## src/rtl/control_seq.sv

```systemverilog
// control_seq: multi-cycle instruction sequencer for a small accumulator core.
// Walks FETCH -> DECODE -> EXEC [-> MEM [-> WB]] -> FETCH and decodes the
// datapath controls for each state. HALT and FAULT are absorbing until rst.
//
// Handshakes (level-sensitive, no back-pressure):
//   instr_valid/ir_load : in FETCH the opcode is accepted in the same cycle
//                         instr_valid is high; ir_load mirrors that acceptance.
//                         instr_valid and opcode are don't-care in other states.
//   mem_*_en/mem_ready  : in MEM the enable is held until the cycle mem_ready
//                         is seen high; that cycle completes the access.
// The current FSM state is kept in state_q for checkers to bind to.
module control_seq #(
    parameter int TIMEOUT_W = 4,
    parameter bit REG_OUTS  = 1
) (
    input  logic       clk,
    input  logic       rst,
    input  logic       instr_valid,
    input  logic [4:0] opcode,
    input  logic       flag_n,
    input  logic       flag_z,
    input  logic       mem_ready,
    output logic       ir_load,
    output logic [2:0] alu_mode,
    output logic       rf_write_en,
    output logic       alu_a_sel,
    output logic       alu_b_sel,
    output logic       rf_src_sel,
    output logic       mem_read_en,
    output logic       mem_write_en,
    output logic       pc_write_en,
    output logic       busy,
    output logic       halted,
    output logic       fault
);

    // ALU mode encoding shared with the datapath; ADD is the all-zero idle value.
    localparam logic [2:0] ALU_MODE_ADD      = 3'd0;
    localparam logic [2:0] ALU_MODE_SHIFT    = 3'd1;
    localparam logic [2:0] ALU_MODE_NOT      = 3'd2;
    localparam logic [2:0] ALU_MODE_AND      = 3'd3;
    localparam logic [2:0] ALU_MODE_OR       = 3'd4;
    localparam logic [2:0] ALU_MODE_XOR      = 3'd5;
    localparam logic [2:0] ALU_MODE_BYPASS_A = 3'd6;

    // A wait gives up on the cycle the counter would reach all-ones.
    localparam logic [TIMEOUT_W-1:0] TMO_LAST = TIMEOUT_W'((1 << TIMEOUT_W) - 2);
    localparam logic [TIMEOUT_W-1:0] TMO_ONE  = TIMEOUT_W'(1);

    typedef enum logic [2:0] {
        S_FETCH, S_DECODE, S_EXEC, S_MEM, S_WB, S_HALT, S_FAULT
    } state_t;

    // br_en marks a conditional branch in EXEC; the flag test is applied late
    // so that the flags are sampled in EXEC itself for both output styles.
    typedef struct packed {
        logic [2:0] alu_mode;
        logic       rf_write_en;
        logic       alu_a_sel;
        logic       alu_b_sel;
        logic       rf_src_sel;
        logic       mem_read_en;
        logic       mem_write_en;
        logic       pc_write_en;
        logic       br_en;
        logic       busy;
        logic       halted;
        logic       fault;
    } ctrl_t;

    state_t               state_q, state_d;
    logic [4:0]           opcode_q, opcode_d;
    logic [TIMEOUT_W-1:0] tmo_q, tmo_d;
    ctrl_t                ctrl;
    logic                 br_taken;

    function automatic ctrl_t decode_ctrl(input state_t st, input logic [4:0] op);
        ctrl_t c;
        c = '0;
        c.busy = (st != S_FETCH);
        case (st)
            S_EXEC: begin
                casez (op)
                    5'b000??, 5'b1100?: begin c.alu_mode = ALU_MODE_ADD;   c.rf_write_en = 1'b1; c.alu_b_sel = op[0]; end
                    5'b001??:           begin c.alu_mode = ALU_MODE_SHIFT; c.rf_write_en = 1'b1; c.alu_b_sel = op[0]; end
                    5'b0100?:           begin c.alu_mode = ALU_MODE_NOT;   c.rf_write_en = 1'b1; c.alu_b_sel = op[0]; end
                    5'b0101?:           begin c.alu_mode = ALU_MODE_AND;   c.rf_write_en = 1'b1; c.alu_b_sel = op[0]; end
                    5'b0110?:           begin c.alu_mode = ALU_MODE_OR;    c.rf_write_en = 1'b1; c.alu_b_sel = op[0]; end
                    5'b0111?:           begin c.alu_mode = ALU_MODE_XOR;   c.rf_write_en = 1'b1; c.alu_b_sel = op[0]; end
                    5'b1000?: begin
                        c.alu_mode    = ALU_MODE_BYPASS_A;
                        c.alu_a_sel   = op[0];
                        c.rf_write_en = 1'b1;
                    end
                    5'b1001?: c.alu_mode = ALU_MODE_BYPASS_A;
                    5'b10100: begin
                        c.alu_mode    = ALU_MODE_BYPASS_A;
                        c.pc_write_en = 1'b1;
                    end
                    5'b1101?, 5'b1110?: begin
                        c.alu_mode  = ALU_MODE_ADD;
                        c.alu_a_sel = 1'b1;
                        c.alu_b_sel = 1'b1;
                        c.br_en     = 1'b1;
                    end
                    default: ;
                endcase
            end
            S_MEM: begin
                c.alu_mode     = ALU_MODE_BYPASS_A;
                c.mem_read_en  = ~op[0];
                c.mem_write_en = op[0];
            end
            S_WB: begin
                c.rf_write_en = 1'b1;
                c.rf_src_sel  = 1'b1;
            end
            S_HALT:  c.halted = 1'b1;
            S_FAULT: c.fault  = 1'b1;
            default: ;
        endcase
        return c;
    endfunction

    // Next-state, opcode latch and memory-wait timeout counter.
    always_comb begin
        state_d  = state_q;
        opcode_d = opcode_q;
        tmo_d    = tmo_q;
        case (state_q)
            S_FETCH: begin
                if (instr_valid) begin
                    opcode_d = opcode;
                    state_d  = S_DECODE;
                end
            end
            S_DECODE: begin
                casez (opcode_q)
                    5'b1111?:           state_d = S_HALT;
                    5'b10101, 5'b1011?: state_d = S_FAULT;
                    default:            state_d = S_EXEC;
                endcase
            end
            S_EXEC: begin
                if (opcode_q[4:1] == 4'b1001) begin
                    state_d = S_MEM;
                    tmo_d   = '0;
                end else begin
                    state_d = S_FETCH;
                end
            end
            S_MEM: begin
                if (mem_ready) begin
                    state_d = opcode_q[0] ? S_FETCH : S_WB;
                end else begin
                    tmo_d = tmo_q + TMO_ONE;
                    if (tmo_q == TMO_LAST) begin
                        state_d = S_FAULT;
                    end
                end
            end
            S_WB:    state_d = S_FETCH;
            S_HALT:  state_d = S_HALT;
            S_FAULT: state_d = S_FAULT;
            default: state_d = S_FETCH;
        endcase
    end

    // State, opcode and counter registers with synchronous reset.
    always_ff @(posedge clk) begin
        if (rst) begin
            state_q  <= S_FETCH;
            opcode_q <= '0;
            tmo_q    <= '0;
        end else begin
            state_q  <= state_d;
            opcode_q <= opcode_d;
            tmo_q    <= tmo_d;
        end
    end

    generate
        if (REG_OUTS) begin : g_reg_outs
            ctrl_t ctrl_q, ctrl_d;
            // Decode from the next state so the flopped controls line up with it.
            always_comb begin
                ctrl_d = decode_ctrl(state_d, opcode_d);
            end
            // Control output register, cleared by reset.
            always_ff @(posedge clk) begin
                if (rst) begin
                    ctrl_q <= '0;
                end else begin
                    ctrl_q <= ctrl_d;
                end
            end
            assign ctrl = ctrl_q;
        end else begin : g_comb_outs
            assign ctrl = decode_ctrl(state_q, opcode_q);
        end
    endgenerate

    // Branch condition from the latched opcode and the live EXEC-cycle flags.
    always_comb begin
        br_taken = 1'b0;
        case (opcode_q[2:0])
            3'b010:  br_taken = flag_n;
            3'b011:  br_taken = ~flag_n;
            3'b100:  br_taken = flag_z;
            3'b101:  br_taken = ~flag_z;
            default: br_taken = 1'b0;
        endcase
    end

    assign ir_load      = ~ctrl.busy & instr_valid;
    assign alu_mode     = ctrl.alu_mode;
    assign rf_write_en  = ctrl.rf_write_en;
    assign alu_a_sel    = ctrl.alu_a_sel;
    assign alu_b_sel    = ctrl.alu_b_sel;
    assign rf_src_sel   = ctrl.rf_src_sel;
    assign mem_read_en  = ctrl.mem_read_en;
    assign mem_write_en = ctrl.mem_write_en;
    assign pc_write_en  = ctrl.pc_write_en | (ctrl.br_en & br_taken);
    assign busy         = ctrl.busy;
    assign halted       = ctrl.halted;
    assign fault        = ctrl.fault;

endmodule

```

## config.mk

```make
export PLATFORM = sky130hd
export DESIGN_NAME = control_seq
export DESIGN_NICKNAME = d
export VERILOG_FILES = /design/src/rtl/control_seq.sv
export SDC_FILE = /design/constraint.sdc
export NUM_CORES = 1
export LEC_CHECK = 0
export BUFFER_PORTS_ARGS = -buffer_cell sky130_fd_sc_hd__buf_2
export CORE_MARGIN = 2
export CORE_UTILIZATION = 60
export CTS_BUF_LIST = sky130_fd_sc_hd__clkbuf_8
export CTS_CLUSTER_SIZE = 24
export DETAILED_ROUTE_END_ITERATION = 7
export MAX_ROUTING_LAYER = met4
export PLACE_DENSITY = 0.85
export REMOVE_ABC_BUFFERS = 1
export SYNTH_ARGS = -nofsm -noshare
export SYNTH_HDL_FRONTEND = slang
export SYNTH_SLANG_ARGS = --single-unit
```

## constraint.sdc

```tcl
create_clock -name clk -period 4.76 [get_ports clk]
set_input_delay 0.476 -clock clk [delete_from_list [all_inputs] [get_ports clk]]
set_output_delay 0.476 -clock clk [all_outputs]
set_load 0.005 [all_outputs]
```

==> Implementation_results.wiki, run 1 <==
{| class="wikitable"
! Metric !! Value
|-
| Largest family of logic cells by synthesized area || simple AND/OR/NAND/NOR gates
|-
| Pin count of the biggest net entering global routing || 19
|-
| Final cycle utilization of the critical path || 52.8%
|-
| Arrival time worst endpoint || 2.71 ns
|-
| Sum Neg Setup Slack || 0 ns
|-
| Power share of the combinational group || 13.9%
|-
| Dominant cell by count in the synthesized netlist || sky130_fd_sc_hd__dfxtp_1
|-
| Global-route usage over all layers || 24.0%
|-
| Ratio of routed vias to standard cells || 6.09
|-
| Core Box Area || 2020 sq um
|-
| Final critical path time including I/O delays and setup || 2.51 ns
|-
| Most instantiated cells after synthesis || sky130_fd_sc_hd__dfxtp_1 (26), sky130_fd_sc_hd__nor2_1 (16), sky130_fd_sc_hd__nand2_1 (9)
|-
| Overflow left after global routing || 0
|-
| Average routed wire per standard cell || 14.1 um
|-
| Std-Cell Rows || 16
|-
| Area share of the largest cell type after synthesis || 39.5%
|-
| Die X || 50.9 um
|-
| Routed Antenna Nets || 0
|-
| Total wire length after detailed routing || 2710 um
|-
| Final setup violation count || 0
|-
| Max capacitance violation total || 0
|-
| Number of synthesized flops with an enable pin || 0
|-
| Critical path's largest stage delay || 0.96 ns
|-
| Total net switching power || 0.000110 W
|-
| Endpoint required time on the critical path || 4.95 ns
|-
| Synthesis Warnings || 0
|-
| Post-synth top area cell || sky130_fd_sc_hd__dfxtp_1
|-
| Highest fanout seen on the critical path || 18
|-
| Resize count post-CTS || 0
|-
| TritonCTS clock tree || yes
|-
| Post-CTS repair timing setup buffer count || 0
|-
| Cell variety after synth || 49
|-
| Final worst clock skew || 0.00541 ns
|-
| Average cell area after synthesis || 8.96 sq um
|-
| Fraction of synthesized cell area in xor and xnor cells || 3.99%
|-
| Clock tree buffer depth || 2
|-
| Setup repair after global routing missed its margin || false
|-
| Post-CTS Hold Buffers || 0
|-
| Status || completed
|-
| Worst-Margin Slew || 1.06 ns
|-
| Diode insertion count for antenna repair || 0
|-
| Clock root buffer || sky130_fd_sc_hd__clkbuf_8
|-
| Type of origin of the critical path || flip-flop
|-
| Die Ht || 50.9 um
|-
| Total power consumption of the routed design || 0.000434 W
|-
| First-iteration detailed-routing DRC count || 37
|-
| Fraction of registers with async set/reset || 0%
|-
| Maximum level of the CTS H-tree || 1
|-
| Power density over cell area || 295 nW/um^2
|-
| Synth Flop Type || sky130_fd_sc_hd__dfxtp_1
|-
| Post-synthesis share of cell area spent on and, or, nand and nor gates || 27.2%
|-
| Synthesis-stage register bit count || 26
|-
| Net switching share of the total power || 25.3%
|-
| Sequential share of the synthesized area || 39.5%
|-
| Global-route wire length before repair || 4670 um
|-
| Internal portion of total power || 0.000324 W
|-
| Final count of hold timing violations || 0
|-
| Initial Util || 65.2%
|-
| Worst Path Class, Setup || reg -> reg
|-
| Nets || 179
|-
| Clock share of power || 31.9%
|-
| Sequential share of power || 54.2%
|-
| I/O Buffers || 24
|-
| Antenna violations before repair || 0
|-
| Mapped Area || 1320 sq um
|-
| Post-synthesis share of cell area spent on full adders, half adders and majority gates || 1.90%
|-
| TritonCTS buffer count || 3
|-
| Post-route DRC violation count || 0
|-
| List of cells traversed by the critical path || nor4b_4 -> mux2i_1 -> xor2_1 -> nand2_1 -> a21oi_1
|-
| Compound-gate portion of the synthesized area || 16.6%
|-
| Worst-Skew Late Latency || 0.26 ns
|-
| Mux cell area share after synthesis || 4.65%
|-
| Worst max-slew margin expressed relative to the limit || 29.0%
|-
| Leading post-synthesis cells by cell area || sky130_fd_sc_hd__dfxtp_1 (40%), sky130_fd_sc_hd__nor2_1 (4.6%), sky130_fd_sc_hd__mux2i_1 (3.8%)
|-
| Cells after Synth || 147
|-
| Routed vias || 1,170
|-
| Die area || 2590 sq um
|-
| Slack of the worst reg-to-reg path || 2.25 ns
|-
| First-pass iteration count of the detailed router || 4
|-
| Total I/O pin count || 25
|-
| Post-DP HPWL || 2010 um
|-
| Layout cells sized above 1 || 24.2%
|-
| Slowest cell on crit path || sky130_fd_sc_hd__nor4b_4
|-
| IR drop worst, VDD || 0.235 mV
|-
| Worst hold path class || in -> reg
|-
| RD Place Congestion || 0.909
|-
| F_max || 398 MHz
|-
| Clock slew at the register clock pins of the worst setup and hold paths || 0.09 ns
|-
| Max Slew Vio Count || 0
|-
| Endpoint class of the critical path || flip-flop
|-
| Via count of the first global-routing pass || 1,072
|-
| Signed area change from the synthesized netlist to the final layout || 11.4%
|-
| Count of clock tree sinks || 26
|-
| Leakage || 0.589 nW
|}
## cells in the final DEF (no fill, tap or decap), types with 2 or more instances in the layout
cell type and count:
sky130_fd_sc_hd__o211ai_1 2, sky130_fd_sc_hd__inv_1 5, sky130_fd_sc_hd__nand3b_1 2, sky130_fd_sc_hd__nor2b_1 4, sky130_fd_sc_hd__nand2_1 9, sky130_fd_sc_hd__clkbuf_8 4
sky130_fd_sc_hd__buf_2 24, sky130_fd_sc_hd__dfxtp_1 26, sky130_fd_sc_hd__o21ai_0 5, sky130_fd_sc_hd__nand3_1 5, sky130_fd_sc_hd__ha_1 2, sky130_fd_sc_hd__nand2b_1 3
sky130_fd_sc_hd__nor2_1 16, sky130_fd_sc_hd__a31oi_1 2, sky130_fd_sc_hd__xor2_1 5, sky130_fd_sc_hd__a21oi_1 7, sky130_fd_sc_hd__mux2i_1 5, sky130_fd_sc_hd__nor3_1 5
sky130_fd_sc_hd__or3_1 3, sky130_fd_sc_hd__nand4_1 3, sky130_fd_sc_hd__nor4_1 2
## path summary, 6_finish.rpt
kind | from | end | cells after the start
max | state_q[0] | alu_a_sel | 5
min | opcode[3] | opcode_q[3] | 3
max reg2reg | state_q[0] | alu_a_sel | 5
min reg2reg | tmo_q[3] | tmo_q[3] | 2
## kinds of logic (layout without fill, tap and decap cells)
kind of cell	Yosys count	in the layout
compound gates	29	29
xor+xnor	6	6
fa+ha+maj	2	2
buf+inv	16	34
flops	26	26
mux	6	6
simple gates	62	62
## flip-flops by register name, summed over array words and instances, names as in the netlist, 2 cells and up
name and count:
opcode_q 5, tmo_q 4, alu_mode 3, state_q 3, ctrl 2
## critical path, delay by kind of cell (launching register included)
family / cells / cell delay, ns
flip-flops: 1 / 0.40
AO/OA/AOI/OAI: 1 / 0.13
multiplexers: 1 / 0.66
XOR/XNOR: 1 / 0.20
AND/OR/NAND/NOR: 2 / 1.06
## through the flow
step | hold WS [ns] | cells | utilization [%] | worst slack [ns] | area, sq um
3_5_place_dp | 0.561 | 188 | 69.9 | 2.29 | 1410
3_3_place_gp | 0.551 | 188 | 69.9 | 2.36 | 1410
2_1_floorplan | 0.531 | 137 | - | 2.67 | 1260
5_1_grt | 0.512 | 192 | 72.6 | 2.04 | 1470
6_report | 0.480 | 192 | 72.6 | 2.25 | 1470
4_1_cts | 0.488 | 192 | 72.6 | 2.31 | 1470
## layer usage
metal  GRT usage [%]  part of all wire [%]  up-vias
met4            5.41                  0.77        0
met1            29.0                    43      564
li1                -                     -      559
met3            2.63                   5.9        4
met2            43.2                    51       43
met5               -                     0        -
## layout make-up
cell class,instances,area (sq um)
clock buffer,4,55.1
fill,169,554
inverter,6,22.5
multi-input combinational,105,716
sequential,26,520
tap,27,33.8
timing repair buffer,24,120
## power by group through the flow
stage,sequential [W],combinational (W),clock [W]
6_report,0.000235,0.0000603,0.000138
4_1_cts,0.000235,0.0000598,0.000139
3_3_place_gp,0.000239,0.0000579,0
5_1_grt,0.000236,0.0000672,0.000147
2_1_floorplan,0.000237,0.0000411,0
3_5_place_dp,0.000240,0.0000592,0
(Power assumes the default switching activity.)
==> run 2: changes to the inputs <==
--- a/config.mk
+++ b/config.mk
@@ -5,14 +5,15 @@
 export SDC_FILE = /design/constraint.sdc
 export NUM_CORES = 1
 export LEC_CHECK = 0
+export ABC_AREA = 1
 export BUFFER_PORTS_ARGS = -buffer_cell sky130_fd_sc_hd__buf_2
 export CORE_MARGIN = 2
-export CORE_UTILIZATION = 60
+export CORE_UTILIZATION = 51
 export CTS_BUF_LIST = sky130_fd_sc_hd__clkbuf_8
 export CTS_CLUSTER_SIZE = 24
 export DETAILED_ROUTE_END_ITERATION = 7
 export MAX_ROUTING_LAYER = met4
-export PLACE_DENSITY = 0.85
+export PLACE_DENSITY = 0.77
 export REMOVE_ABC_BUFFERS = 1
 export SYNTH_ARGS = -nofsm -noshare
 export SYNTH_HDL_FRONTEND = slang
==> constraint.sdc (replaced) <==
create_clock -name clk -period 2.28 [get_ports clk]
set_input_delay 0.228 -clock clk [delete_from_list [all_inputs] [get_ports clk]]
set_output_delay 0.228 -clock clk [all_outputs]
set_load 0.005 [all_outputs]
==> run 2 against run 1 <==
Compared with the run above:
- sequential cell count unchanged
- largest cell class unchanged
- power up 140%
- via count up 2.7%
- non-clock buffer count unchanged
- worst hold slack worse by 0.20 ns
==> Implementation_results.wiki, run 2 <==
{| class="wikitable"
! Metric !! Value
|-
| Leading post-synthesis cells by cell area || sky130_fd_sc_hd__dfxtp_1 (39%), sky130_fd_sc_hd__nand2_1 (13%), sky130_fd_sc_hd__nor2_1 (9.0%) (was sky130_fd_sc_hd__dfxtp_1 (40%), sky130_fd_sc_hd__nor2_1 (4.6%), sky130_fd_sc_hd__mux2i_1 (3.8%))
|-
| Most instantiated cells after synthesis || sky130_fd_sc_hd__nand2_1 (45), sky130_fd_sc_hd__nor2_1 (32), sky130_fd_sc_hd__dfxtp_1 (26) (was sky130_fd_sc_hd__dfxtp_1 (26), sky130_fd_sc_hd__nor2_1 (16), sky130_fd_sc_hd__nand2_1 (9))
|-
| Arrival time worst endpoint || 1.77 ns (was 2.71 ns)
|-
| I/O Buffers || 24 (unchanged)
|-
| Cell Count Post-Placement || 236 (was 188)
|-
| Count of clock tree sinks || 26 (unchanged)
|-
| Total wire length after detailed routing || 2670 um (was 2710 um)
|-
| Area share of the largest cell type after synthesis || 39.1% (was 39.5%)
|-
| Maximum level of the CTS H-tree || 1 (unchanged)
|-
| Dominant cell by count in the synthesized netlist || sky130_fd_sc_hd__nand2_1 (was sky130_fd_sc_hd__dfxtp_1)
|-
| Post-DP HPWL || 2080 um (was 2010 um)
|-
| Status || completed (unchanged)
|-
| Synth Flop Type || sky130_fd_sc_hd__dfxtp_1 (unchanged)
|-
| Synthesis Warnings || 0 (unchanged)
|-
| Utilization after layout || 61.4% (was 72.6%)
|-
| Worst Path Class, Setup || reg -> reg (unchanged)
|-
| Die area || 3030 sq um (was 2590 sq um)
|-
| Nets || 224 (was 179)
|-
| Clock slew at the register clock pins of the worst setup and hold paths || 0.09 ns (about the same)
|-
| Antenna violations before repair || 0 (unchanged)
|-
| Number of synthesized flops with an enable pin || 0 (unchanged)
|-
| Resize count post-CTS || 0 (unchanged)
|-
| Via count of the first global-routing pass || 1,073 (was 1,072)
|-
| Initial Util || 53.7% (was 65.2%)
|-
| Sum Neg Setup Slack || 0 ns (unchanged)
|-
| Layout cells sized above 1 || 24.3% (was 24.2%)
|-
| Total I/O pin count || 25 (unchanged)
|-
| Core Box Area || 2480 sq um (was 2020 sq um)
|-
| Routed vias || 1,202 (was 1,170)
|-
| Cell variety after synth || 31 (was 49)
|-
| Overflow left after global routing || 0 (unchanged)
|-
| Worst-Skew Late Latency || 0.27 ns (was 0.26 ns)
|-
| Post-CTS repair timing setup buffer count || 0 (unchanged)
|-
| IR drop worst, VDD || 0.654 mV (was 0.235 mV)
|-
| TritonCTS buffer count || 3 (unchanged)
|-
| Cells after Synth || 187 (was 147)
|-
| First-pass iteration count of the detailed router || 4 (unchanged)
|-
| Post-route DRC violation count || 0 (unchanged)
|-
| Highest fanout seen on the critical path || 8 (was 18)
|-
| Endpoint required time on the critical path || 2.49 ns (was 4.95 ns)
|-
| Clock root buffer || sky130_fd_sc_hd__clkbuf_8 (unchanged)
|-
| Clock tree buffer depth || 2 (unchanged)
|-
| Post-CTS Hold Buffers || 0 (unchanged)
|-
| Final count of hold timing violations || 0 (unchanged)
|-
| Worst max-slew margin expressed relative to the limit || 76.1% (was 29.0%)
|-
| Die Ht || 55.1 um (was 50.9 um)
|-
| Max Slew Vio Count || 0 (unchanged)
|-
| Type of origin of the critical path || flip-flop (unchanged)
|-
| Flip-flop count of the largest register after layout || 5 (unchanged)
|-
| Setup repair after global routing missed its margin || false (unchanged)
|-
| RD Place Congestion || 0.920 (was 0.909)
|-
| Endpoint class of the critical path || flip-flop (unchanged)
|-
| Worst-Margin Slew || 0.356 ns (was 1.06 ns)
|-
| Max capacitance violation total || 0 (unchanged)
|-
| Hold WS || 0.278 ns (was 0.480 ns)
|-
| Final setup violation count || 0 (unchanged)
|-
| Final worst clock skew || 0.00549 ns (was 0.00541 ns)
|-
| Biggest registers after layout || opcode_q: 5 flops, tmo_q: 4 flops (unchanged)
|-
| Sequential share of the synthesized area || 39.1% (was 39.5%)
|-
| Std-Cell Rows || 18 (was 16)
|-
| Leading cell type in the layout, fill and taps excluded || sky130_fd_sc_hd__nand2_1 (was sky130_fd_sc_hd__dfxtp_1)
|-
| F_max || 641 MHz (was 398 MHz)
|-
| Average routed wire per standard cell || 11.1 um (was 14.1 um)
|-
| Commonest cells after routing, fill and taps aside || sky130_fd_sc_hd__nand2_1 (45), sky130_fd_sc_hd__nor2_1 (32), sky130_fd_sc_hd__dfxtp_1 (26) (was sky130_fd_sc_hd__dfxtp_1 (26), sky130_fd_sc_hd__buf_2 (24), sky130_fd_sc_hd__nor2_1 (16))
|-
| Final cycle utilization of the critical path || 68.4% (was 52.8%)
|-
| Register containing the most flip-flops in the final layout || opcode_q (unchanged)
|-
| Ratio of routed vias to standard cells || 5.01 (was 6.09)
|-
| Signed area change from the synthesized netlist to the final layout || 14.4% (was 11.4%)
|-
| Global-route wire length before repair || 4330 um (was 4670 um)
|-
| Routed Antenna Nets || 0 (unchanged)
|-
| Post-synth top area cell || sky130_fd_sc_hd__dfxtp_1 (unchanged)
|-
| First-iteration detailed-routing DRC count || 23 (was 37)
|-
| Diode insertion count for antenna repair || 0 (unchanged)
|-
| Global-route usage over all layers || 20.3% (was 24.0%)
|-
| Leakage || 0.799 nW (was 0.589 nW)
|-
| Mapped Area || 1330 sq um (was 1320 sq um)
|-
| Worst hold path class || in -> reg (unchanged)
|-
| TritonCTS clock tree || yes (unchanged)
|-
| Non-filler instance count after layout || 240 (was 192)
|-
| Final critical path time including I/O delays and setup || 1.56 ns (was 2.51 ns)
|-
| Synthesis-stage register bit count || 26 (unchanged)
|-
| Die X || 55.1 um (was 50.9 um)
|-
| Fraction of registers with async set/reset || 0% (unchanged)
|-
| Pin count of the biggest net entering global routing || 16 (was 19)
|-
| Power density over cell area || 677 nW/um^2 (was 295 nW/um^2)
|-
| Average cell area after synthesis || 7.11 sq um (was 8.96 sq um)
|}
-- run 2: cell types whose count changed in the layout (fill, tap and decap cells not counted), moves of 4 or more --
cell and change:
sky130_fd_sc_hd__inv_1 +14, sky130_fd_sc_hd__mux2i_1 -5, sky130_fd_sc_hd__nand2_1 +36, sky130_fd_sc_hd__nand2_2 +6, sky130_fd_sc_hd__nand2_4 +5, sky130_fd_sc_hd__nand3_1 +7, sky130_fd_sc_hd__nor2_1 +16, sky130_fd_sc_hd__nor2_2 +5
sky130_fd_sc_hd__nor2b_1 -4, sky130_fd_sc_hd__xor2_1 -4
-- run 2: through the flow --
| step | instance area (sq um) | power (W) | setup slack (ns) |
|---|---|---|---|
| after floorplan | 1290 | 0.000617 | 0.912 |
| after global placement | 1450 | 0.000660 | 0.752 |
| after detailed placement | 1450 | 0.000662 | 0.741 |
| after CTS | 1520 | 0.00104 | 0.721 |
| after global routing | 1520 | 0.00109 | 0.537 |
| final | 1520 | 0.00103 | 0.719 |
-- run 2: logic make-up after synthesis --
family | synth area share (%)
xor+xnor | 1.32
simple gates | 42.1
buf+inv | 9.60
flops | 39.1
compound gates | 6.02
fa+ha+maj | 1.88
-- run 2: critical path, cell delays in order, from the launching register on --
cell	delay (ns)
sky130_fd_sc_hd__dfxtp_1	0.53
sky130_fd_sc_hd__clkinv_4	0.12
sky130_fd_sc_hd__nand2_4	0.10
sky130_fd_sc_hd__nor2_8	0.06
sky130_fd_sc_hd__o21ai_1	0.27
sky130_fd_sc_hd__o21ai_1	0.14
sky130_fd_sc_hd__nor2_2	0.14
sky130_fd_sc_hd__inv_1	0.05
sky130_fd_sc_hd__nor2_1	0.10
-- run 2: area by class of cell --
cell class,instances,area [sq um]
fill,231,956
multi-input combinational,134,682
sequential,26,520
timing repair buffer,24,120
inverter,22,90.1
clock buffer,3,41.3
tap,30,37.5
clock inverter,1,30.0
-- run 2: layer usage --
layer | track usage (%) | routed length [um] | vias up
met5 | - | 0 | -
met4 | 6.10 | 36 | 0
met3 | 3.49 | 96 | 6
met2 | 35.1 | 1310 | 30
met1 | 23.9 | 1220 | 539
li1 | - | - | 627
-- run 2: path summary, 6_finish.rpt --
check                  start        to  slack [ns]  cells past startpoint
setup / recovery  state_q[2]   ctrl[3]        0.72                      8
hold / removal           rst  tmo_q[1]        0.28                      2
setup reg to reg  state_q[2]   ctrl[3]        0.72                      8
hold reg to reg     tmo_q[0]  tmo_q[0]        0.52                      1
-- run 2: power by group --
| group | switching, W | internal (W) |
|---|---|---|
| Sequential | 0.0000123 | 0.000470 |
| Clock | 0.000142 | 0.000235 |
| Combinational | 0.000113 | 0.0000588 |
